`config.mk`:
```
export PLATFORM = sky130hd
export DESIGN_NAME = pc_branch_unit
export DESIGN_NICKNAME = d
export VERILOG_FILES = /design/src/rtl/arm_lp_pkg.sv /design/src/rtl/branch_target_calc.sv /design/src/rtl/pc_branch_unit.sv
export SDC_FILE = /design/constraint.sdc
export NUM_CORES = 1
export LEC_CHECK = 0
export CORE_ASPECT_RATIO = 0.5
export CORE_MARGIN = 5
export CORE_UTILIZATION = 55
export DETAILED_ROUTE_END_ITERATION = 8
export HOLD_SLACK_MARGIN = 0.05
export PLACE_DENSITY_LB_ADDON = 0.12
export SYNTH_ARGS = -nofsm -noshare
export SYNTH_HDL_FRONTEND = slang
export SYNTH_HIERARCHICAL = 1
export SYNTH_SLANG_ARGS = --single-unit
```
`constraint.sdc`:
```
create_clock -name clock -period 6.4 [get_ports clock]
set_input_delay 0.96 -clock clock [delete_from_list [all_inputs] [get_ports clock]]
set_output_delay 0.96 -clock clock [all_outputs]
set_load 0.005 [all_outputs]
```
`src/rtl/arm_lp_pkg.sv`:
```
// Shared definitions for the low-power ARM-subset core: unit state encoding and fetch constants.
package arm_lp_pkg;

    typedef enum logic [1:0] {
        StBoot  = 2'd0,
        StRun   = 2'd1,
        StFlush = 2'd2,
        StHalt  = 2'd3
    } pcu_state_e;

    localparam int unsigned INSTR_BYTES          = 4;
    localparam logic [31:0] DEFAULT_RESET_VECTOR = 32'h0000_0000;

endpackage

```
`src/rtl/branch_target_calc.sv`:
```
// Combinational branch resolution: target address and taken decision for B / CBZ / CBNZ.
module branch_target_calc (
    input  logic        branch_valid,
    input  logic        uncond_branch,
    input  logic        cond_branch,
    input  logic        cond_invert,
    input  logic        zero_flag,
    input  logic [31:0] branch_pc,
    input  logic [31:0] pc_offset,
    output logic [31:0] target,
    output logic        taken
);

    // Word offset to byte offset; bits shifted past bit 31 are dropped.
    assign target = branch_pc + (pc_offset << 2);

    assign taken = branch_valid &
                   (uncond_branch | (cond_branch & (zero_flag ^ cond_invert)));

endmodule

```
`src/rtl/pc_branch_unit.sv`:
```
// Program counter owner: resolves branches, redirects fetch and holds a flush window afterwards.
module pc_branch_unit
    import arm_lp_pkg::*;
#(
    parameter logic [31:0] RESET_VECTOR = DEFAULT_RESET_VECTOR,
    parameter int unsigned FLUSH_CYCLES = 1,
    parameter int unsigned COUNT_WIDTH  = 16
) (
    input  logic                   clock,
    input  logic                   reset_n,
    input  logic                   stall,
    input  logic                   halt,
    input  logic                   branchValid,
    input  logic                   uncondBranch,
    input  logic                   condBranch,
    input  logic                   condInvert,
    input  logic                   zeroFlag,
    input  logic [31:0]            branchPC,
    input  logic [31:0]            pcOffsetFilled,
    output logic [31:0]            pc,
    output logic                   fetchValid,
    output logic                   flush,
    output logic                   halted,
    output logic [COUNT_WIDTH-1:0] takenCount
);

    localparam logic [3:0] FLUSH_INIT = 4'(FLUSH_CYCLES - 1);

    pcu_state_e             state_q, state_d;
    logic [31:0]            pc_q, pc_d;
    logic                   fetch_valid_q, fetch_valid_d;
    logic                   flush_q, flush_d;
    logic                   halted_q, halted_d;
    logic [COUNT_WIDTH-1:0] count_q, count_d;
    logic [3:0]             flush_cnt_q, flush_cnt_d;

    logic [31:0] target;
    logic        taken;

    branch_target_calc u_target_calc (
        .branch_valid  (branchValid),
        .uncond_branch (uncondBranch),
        .cond_branch   (condBranch),
        .cond_invert   (condInvert),
        .zero_flag     (zeroFlag),
        .branch_pc     (branchPC),
        .pc_offset     (pcOffsetFilled),
        .target        (target),
        .taken         (taken)
    );

    always_comb begin
        state_d       = state_q;
        pc_d          = pc_q;
        fetch_valid_d = fetch_valid_q;
        flush_d       = flush_q;
        halted_d      = halted_q;
        count_d       = count_q;
        flush_cnt_d   = flush_cnt_q;

        unique case (state_q)
            StBoot: begin
                state_d       = StRun;
                fetch_valid_d = 1'b1;
            end
            StRun: begin
                if (halt) begin
                    state_d       = StHalt;
                    fetch_valid_d = 1'b0;
                    flush_d       = 1'b0;
                    halted_d      = 1'b1;
                end else if (stall) begin
                    fetch_valid_d = 1'b0;
                end else if (taken) begin
                    state_d       = StFlush;
                    pc_d          = target;
                    flush_d       = 1'b1;
                    fetch_valid_d = 1'b0;
                    flush_cnt_d   = FLUSH_INIT;
                    if (!(&count_q)) begin
                        count_d = count_q + COUNT_WIDTH'(1);
                    end
                end else begin
                    pc_d          = pc_q + 32'(INSTR_BYTES);
                    fetch_valid_d = 1'b1;
                end
            end
            StFlush: begin
                if (halt) begin
                    state_d       = StHalt;
                    fetch_valid_d = 1'b0;
                    flush_d       = 1'b0;
                    halted_d      = 1'b1;
                end else if (flush_cnt_q == 4'd0) begin
                    state_d       = StRun;
                    flush_d       = 1'b0;
                    fetch_valid_d = 1'b1;
                end else begin
                    flush_cnt_d = flush_cnt_q - 4'd1;
                end
            end
            StHalt: begin
                // Only reset leaves HALT.
                state_d = StHalt;
            end
        endcase
    end

    always_ff @(posedge clock or negedge reset_n) begin
        if (!reset_n) begin
            state_q       <= StBoot;
            pc_q          <= RESET_VECTOR;
            fetch_valid_q <= 1'b0;
            flush_q       <= 1'b0;
            halted_q      <= 1'b0;
            count_q       <= '0;
            flush_cnt_q   <= 4'd0;
        end else begin
            state_q       <= state_d;
            pc_q          <= pc_d;
            fetch_valid_q <= fetch_valid_d;
            flush_q       <= flush_d;
            halted_q      <= halted_d;
            count_q       <= count_d;
            flush_cnt_q   <= flush_cnt_d;
        end
    end

    assign pc         = pc_q;
    assign fetchValid = fetch_valid_q;
    assign flush      = flush_q;
    assign halted     = halted_q;
    assign takenCount = count_q;

endmodule

```
# Word level (Yosys, flattened, before mapping)
# Cells that the tools add are included.
# word_totals
in_bits	73
reg_bits	57
out_inout_bits	51
# classes
n_eq_ne	11
bitwise	7
reduce_logical	13
n_addsub	4
n_mux	25
# ops
cell	n
32-bit by 3-bit adder with 32-bit output (second input constant)	1
32-bit adder	1
32-bit 2-to-1 mux	1
4-bit 2-to-1 mux	5
16-bit by 1-bit adder with 16-bit output (second input constant)	1
16-bit AND reduction	1
1-bit 2-to-1 mux	10
2-bit 2-to-1 mux	5
2-bit inequality test (second input constant)	5
3-bit inequality test (second input constant)	3
2-bit one-hot mux with 4 select lines	1
4-bit one-hot mux with 2 select lines	1
3-bit AND reduction	2
6-bit AND reduction	1
5-bit AND reduction	1
2-bit equality test (second input constant)	2
4-bit logical NOT	1
2-bit AND reduction	2
4-bit AND reduction	1
4-bit by 1-bit subtractor with 4-bit output (second input constant)	1
1-bit inverter	3
1-bit one-hot mux with 3 select lines	1
3-bit nonzero test	1
1-bit AND	2
other kinds (7)	7

# Depth between registers and ports, before layout
# Gate-level depths: netlist (run 1).
# depth
ltp_word	8
ltp_mapped	13

# Hierarchy
# Netlist (run 1), hierarchy kept.
# modules_own_cells
module	cells_per_inst	area_each_um2	n_inst	seq_area_each_um2
pc_branch_unit	378	3428.3	1	1426.4
branch_target_calc	219	1596.5	1	0.0

# Least setup slack after synthesis (run 1)
# No wires, ideal clock.
# synth_path
path_kind	input -> register
from	input branchPC[2]
to	register pc_q[30] (netlist: pc[30])
t_required_ps	6269
n_path_buf	0
setup_time_ps	131
arrival_ps	3076
path_slack_ps	3193
path_stages	13
cell_sequence	ha_1 inv_1 fa_1 nor2b_1 o21a_1 a211oi_2 a2111oi_2 nor3_2 o21ai_2 xor2_1 or3_1 o21ai_0 a211oi_1
# synth_via
elab_chain_len	2
# synth_lines
item	line_no	text
start, declared	pc_branch_unit.sv:18	input logic [31:0] branchPC,
32-bit adder	branch_target_calc.sv:15	assign target = branch_pc + (pc_offset << 2);
net target[30]	pc_branch_unit.sv:37	logic [31:0] target;
32-bit 2-to-1 mux	pc_branch_unit.sv:74	end else if (taken) begin
end signal, assigned	pc_branch_unit.sv:120	pc_q <= pc_d;
end, declared	pc_branch_unit.sv:30	logic [31:0] pc_q, pc_d;
# The timed path passes the listed nets, and every way through them passes these cells.
# A chain may end at the register's enable or synchronous reset.

# Worst setup path after layout (run 1)
# layout_path
from	input branchPC[2]
to	register pc_q[26] (netlist: pc[26])
# The elaborated chain is that of the path after synthesis.

==> results.txt, run 1 <==
Synth Register Bits: 57
Min-Delay Path Class: flop to flop
Total Routing Usage GR: 23.4%
crit path kind: input port to flop
total number of yosys warnings: 6
status: complete, no violations
Slew HR: 42.4%
cell taking the most area after synthesis: dfrtp_1
Total Neg Setup Slack: 0 ns
Setup crit start kind: input port
layout cells sized above 1: 7.64%
via count: 5,067
Setup WS pre-CTS: 2.41 ns
FF-to-FF setup slack: 3.76 ns
GR Overflow Total: 0
Synthesized Nets: 708
I/O pin cnt: 124
unrepaired setup endpoints after global routing: no
Flop pwr share: 30.3%
Max clock buf depth: 2
static leakage: 2.70 nW
Via density: 6.15
root buffer cell: clkbuf_16
post-route worst setup slack: 2.71 ns
sw power: 0.554 mW
critical path peak fanout: 3
Logic pwr share: 36.9%
Power Internal: 1.05 mW
post-cts resize count: 0
later-pin clock latency in the skew report: 0.33 ns
Clock Skew: 0.00515 ns
post-detailed-route count of antenna-violating nets: 0
FMAX: 271 MHz
Crit path required time: 6.64 ns
Antenna diodes: 0
Post-synth top flop: dfrtp_1
H-tree depth: 3
initial antenna violation count: 0
max-cap viol count: 0
CTS Hold Buffers Added: 0
Pwr per Cell Area: 243 nW/um2
post-detail-place hpwl: 10.0 mm
total chip power: 1.60 mW
Setup Fix Bufs, Post-CTS: 0
Critical Path End Type: flop
clk slew on worst S/H paths: 0.06 ns
Die H: 77.6 um
Die Area: 11,300 um2
largest net degree at the start of global routing: 58
share of the synthesized area in the top cell type: 28.4%
Final Cycle Share: 57.7%
hold slack: 0.459 ns
crit path DAT: 3.93 ns
drt first-iter violations: 415
Clock Power Share: 32.8%
die width: 145 um
commonest non-fill, non-tap cell in the layout: clkdlybuf4s50_1
fin crit period: 3.69 ns
routed length per instance: 16.5 um
Worst IR Drop VDD: 0.222 mV
vias in the first global route: 4,772
nets: 813
Pre-Repair DR Iteration Count: 5
asr flop ratio synth: 100%
Starting Density: 57.1%
Num CTS Buffers: 9
sequential share of the synthesized area: 28.4%
Sw Ratio: 34.5%
CTS tree: built
top post-synthesis cells by area: dfrtp_1, ha_1, a21oi_1, xnor2_1, nand2_1
EDFF count, synth: 0
Final setup viols: 0
clock net sink count: 57
wirelength, routed: 13.6 mm
GP Congestion: 0.868
CORE AREA: 8800 um2
Syn Std Cell Area: 5020 um2
first-pass GRT wire length: 22.3 mm
Row Count: 24
commonest non-fill, non-tap cells in the layout: clkdlybuf4s50_1, nand2_1, dfrtp_1, a21oi_1, ha_1
Synth Instances: 597
pins over their slew limit: 0
Hold Violations, Final: 0
final core occ: 74.9%
area grow syn2layout: 31.2%
post-synth cell types: 74
Least-Margin Pin Slew: 0.857 ns
IO buf count: 121
Avg Cell Area, Syn: 8.42 um2
Remaining DRCs: 0
## worst paths after layout
kind                                   to  cells past startpoint        start
hold reg to reg                    halted                      1       halted
max in group asynchronous          pc[22]                      2      reset_n
setup / recovery                   pc[26]                     13  branchPC[2]
setup reg to reg                   pc[10]                      6   state_q[1]
hold / removal                     halted                      1       halted
min in group asynchronous  flush_cnt_q[1]                      2      reset_n
## metrics by stage
stage               std cells  area, um2
finish                    824       6590
global route              824       6590
CTS                       824       6590
detailed placement        808       6260
global placement          808       6260
floorplan                 597       5020
## cell type report
cell class                 count  area, um2
multi-input combinational    486       3370
fill                         694       2210
sequential                    57       1430
timing repair buffer         125       1240
clock buffer                   9        225
tap                          117        146
clock inverter                 7        103
inverter                      23       86.3
## state kept, by name, summed over array words and instances, names as in the netlist
name / count
state_q: 2
halted: 1
flush: 1
flush_cnt_q: 4
pc: 32
fetchValid: 1
takenCount: 16
## synthesized netlist by cell type (6+ instances only)
| cell type | number |
|---|---|
| a21o_1 | 9 |
| inv_1 | 23 |
| and3_1 | 11 |
| nand4_1 | 18 |
| nor3_1 | 29 |
| ha_1 | 37 |
| xor2_1 | 16 |
| o21ai_0 | 27 |
| nor2_1 | 31 |
| clkbuf_1 | 17 |
| xnor2_1 | 26 |
| nand3_1 | 25 |
| a31oi_1 | 10 |
| nor4_1 | 6 |
| buf_2 | 7 |
| and4_1 | 8 |
| dfrtp_1 | 57 |
| nand2_1 | 57 |
| o22ai_1 | 21 |
| a21oi_1 | 53 |
## logic make-up after synthesis
| family | Yosys count | share of synthesized area, % |
|---|---|---|
| adder cells (fa/ha/maj) | 38 | 9.61 |
| AO/OA/AOI/OAI | 171 | 23.1 |
| flip-flops | 57 | 28.4 |
| XOR/XNOR | 42 | 7.32 |
| buffers and inverters | 54 | 4.76 |
| multiplexers | 8 | 1.67 |
| AND/OR/NAND/NOR | 227 | 25.2 |
## metal layers
| layer | up-vias | part of all wire (%) | global-route usage [%] |
|---|---|---|---|
| li1 | 2446 | - | - |
| met1 | 2407 | 45 | 31.0 |
| met2 | 202 | 46 | 39.6 |
| met3 | 12 | 7.4 | 4.89 |
| met4 | 0 | 0.87 | 5.96 |
| met5 | - | 0 | 0 |
## power by group through the flow
stage / clock [mW] / sequential, mW / combinational (mW)
final: 0.527 / 0.486 / 0.592
after global placement: 0 / 0.487 / 0.567
after detailed placement: 0 / 0.491 / 0.581
after floorplan: 0 / 0.477 / 0.373
after CTS: 0.532 / 0.485 / 0.591
after global routing: 0.550 / 0.496 / 0.654
## worst max-delay path, cell delays in order
cell and delay (ns):
clkdlybuf4s50_1 0.46, ha_1 0.24, inv_1 0.07, fa_1 0.40
nor2b_1 0.23, o21a_1 0.19, a211oi_2 0.10, a2111oi_2 0.41
nor3_2 0.11, xnor2_1 0.31, o22ai_1 0.11, a31oi_1 0.14
a21boi_0 0.20
No activity file was read; power rests on OpenSTA's default activity.
==> run 2, diff against run 1 <==
CORE_UTILIZATION = 51   (was 55)
clock period = 3.52 ns   (was 6.4 ns; I/O delays follow)
==> run 2 against run 1 <==
Compared with the run above: die area is 7.1% higher; flip-flop and latch count stayed put; core utilization is 5.3 points lower; via count hardly changed; worst setup slack worse by 2.4 ns; non-clock buffer count is 5 higher; hold slack worse by 0.25 ns; combinational power is 82% higher; total power is 79% higher; final cell count is 2.8% higher.
==> results.txt, run 2 (synthesis gave the netlist of run 1 again) <==
slowest stage delay, CP: 0.47 ns (about the same)
layout cells sized above 1: 8.29% (+0.65 points)
post-detailed-route count of antenna-violating nets: 0 (unchanged)
Clock Skew: 0.00249 ns (-0.00266 ns)
Min-Delay Path Class: input port to async pin
post-detail-place hpwl: 10.4 mm (+3.8%)
root buffer cell: clkbuf_16
delay-heaviest family, CP: compound AO/OA/AOI/OAI gates
Setup crit start kind: input port
Starting Density: 52.7% (-4.4 points)
dpl cells: 831 (+2.8%)
fillers: 797 (+15%)
later-pin clock latency in the skew report: 0.33 ns (about the same)
max FFs per register: 32 (unchanged)
clk slew on worst S/H paths: 0.05 ns (about the same)
Setup WS pre-CTS: -0.00328 ns (-2.42 ns)
CORE AREA: 9540 um2 (+8.4%)
wirelength, routed: 13.7 mm (+0.55%)
post-cts resize count: 0 (unchanged)
first-pass GRT wire length: 22.5 mm (+0.80%)
Final Non-Filler Cells: 847 (+2.8%)
pins over their slew limit: 0 (unchanged)
Setup Fix Bufs, Post-CTS: 0 (unchanged)
unrepaired setup endpoints after global routing: no
area grow syn2layout: 32.1%
I/O pin cnt: 124 (unchanged)
Pre-Repair DR Iteration Count: 5 (unchanged)
crit path DAT: 3.47 ns (-0.46 ns)
Critical Path End Type: flop
FMAX: 310 MHz
largest net degree at the start of global routing: 37 (-36%)
via count: 5,065 (-0.039%)
total chip power: 2.87 mW (+79%)
clock net sink count: 57 (unchanged)
crit-path cells: clkdlybuf4s50_1, ha_1, inv_1, fa_1, nor2b_1, o21a_1, a211oi_2, a2111oi_2, nor3_2, xnor2_1, o22ai_1, a31oi_1, a21boi_0
commonest non-fill, non-tap cell in the layout: clkdlybuf4s50_1
routed length per instance: 16.2 um (-2.2%)
Crit path required time: 3.76 ns (-2.88 ns)
initial antenna violation count: 0 (unchanged)
Total Neg Setup Slack: 0 ns (unchanged)
status: complete, no violations
Max clock buf depth: 2 (unchanged)
Final Cycle Share: 91.8%
Total Routing Usage GR: 22.9% (-0.52 points)
nets: 818 (+0.62%)
Via density: 5.98 (-2.8%)
Hold Violations, Final: 0 (unchanged)
GR Overflow Total: 0 (unchanged)
drt first-iter violations: 329 (-21%)
fin crit period: 3.23 ns
H-tree depth: 3 (unchanged)
slowest CP cell: clkdlybuf4s50_1
IO buf count: 121 (unchanged)
critical path peak fanout: 3 (unchanged)
CP bufs+invs: 2 (unchanged)
static leakage: 2.72 nW (+0.68%)
Worst IR Drop VDD: 0.276 mV (+24%)
max-cap viol count: 0 (unchanged)
die width: 150 um (+3.6%)
Least-Margin Pin Slew: 0.883 ns (+0.0260 ns)
Remaining DRCs: 0 (unchanged)
Die H: 80.2 um (+3.4%)
Final setup viols: 0 (unchanged)
vias in the first global route: 4,737 (-0.73%)
crit path kind: input port to flop
commonest non-fill, non-tap cells in the layout: clkdlybuf4s50_1, nand2_1, dfrtp_1, a21oi_1, ha_1
Antenna diodes: 0 (unchanged)
CTS tree: built
CTS Hold Buffers Added: 0 (unchanged)
Row Count: 25 (+4.2%)
Num CTS Buffers: 9 (unchanged)
Slew HR: 40.7% (-1.7 points)
Die Area: 12,100 um2 (+7.1%)
Pwr per Cell Area: 433 nW/um2 (+78%)
post-route worst setup slack: 0.290 ns (-2.42 ns)
GP Congestion: 0.897 (+3.4%)
-- run 2: cell types whose count changed in the layout (fill, tap and decap cells not counted), sizes merged --
cell / delta
inv: -2
clkinvlp: +1
bufinv: -1
clkinv: -1
clkbuf: +3
buf: +5
-- run 2: worst paths after layout --
path / start / endpoint / slack (ns) / cells past startpoint
max in group asynchronous: reset_n / pc[11] / 2.45 / 2
max: branchPC[2] / pc[26] / 0.29 / 13
min in group clock: halted / halted / 0.46 / 1
min: reset_n / flush_cnt_q[3] / 0.21 / 1
max reg2reg: state_q[1] / pc[6] / 1.08 / 7
min reg2reg: halted / halted / 0.46 / 1
-- run 2: layer usage --
metal / vias to the layer above / global-route usage [%] / part of all wire, %
li1: 2461 / - / -
met1: 2430 / 30.1 / 45
met2: 163 / 38.1 / 46
met3: 11 / 5.52 / 7.4
met4: 0 / 5.38 / 0.82
met5: - / 0 / 0
-- run 2: per-stage QoR --
stage          instance area, um2  util (%)  hold WS [ns]
6_report                     6640      69.6         0.212
3_3_place_gp                 6320      66.3         0.443
5_1_grt                      6640      69.6         0.262
2_1_floorplan                5020         -         0.232
4_1_cts                      6640      69.6         0.229
3_5_place_dp                 6320      66.3         0.449
-- run 2: area by class of cell --
type / count / area (um2) / share of cell area, %
multi-input combinational: 486 / 3370 / 50.7
sequential: 57 / 1430 / 21.5
timing repair buffer: 130 / 1270 / 19.2
clock buffer: 12 / 267 / 4.01
tap: 135 / 169 / 2.54
inverter: 23 / 86.3 / 1.30
clock inverter: 4 / 50.0 / 0.754
-- run 2: power by group --
group | internal [mW] | switching, mW | total (mW)
clock | 0.603 | 0.305 | 0.908
sequential | 0.755 | 0.130 | 0.885
combinational | 0.536 | 0.543 | 1.08
-- run 2: worst register-to-register path: cells and delay by family, from the launching register on --
family	cells	cell delay (ns)
simple gates	2	0.96
flops	1	0.41
buf+inv	2	0.40
fa+ha+maj	1	0.37
compound gates	2	0.23
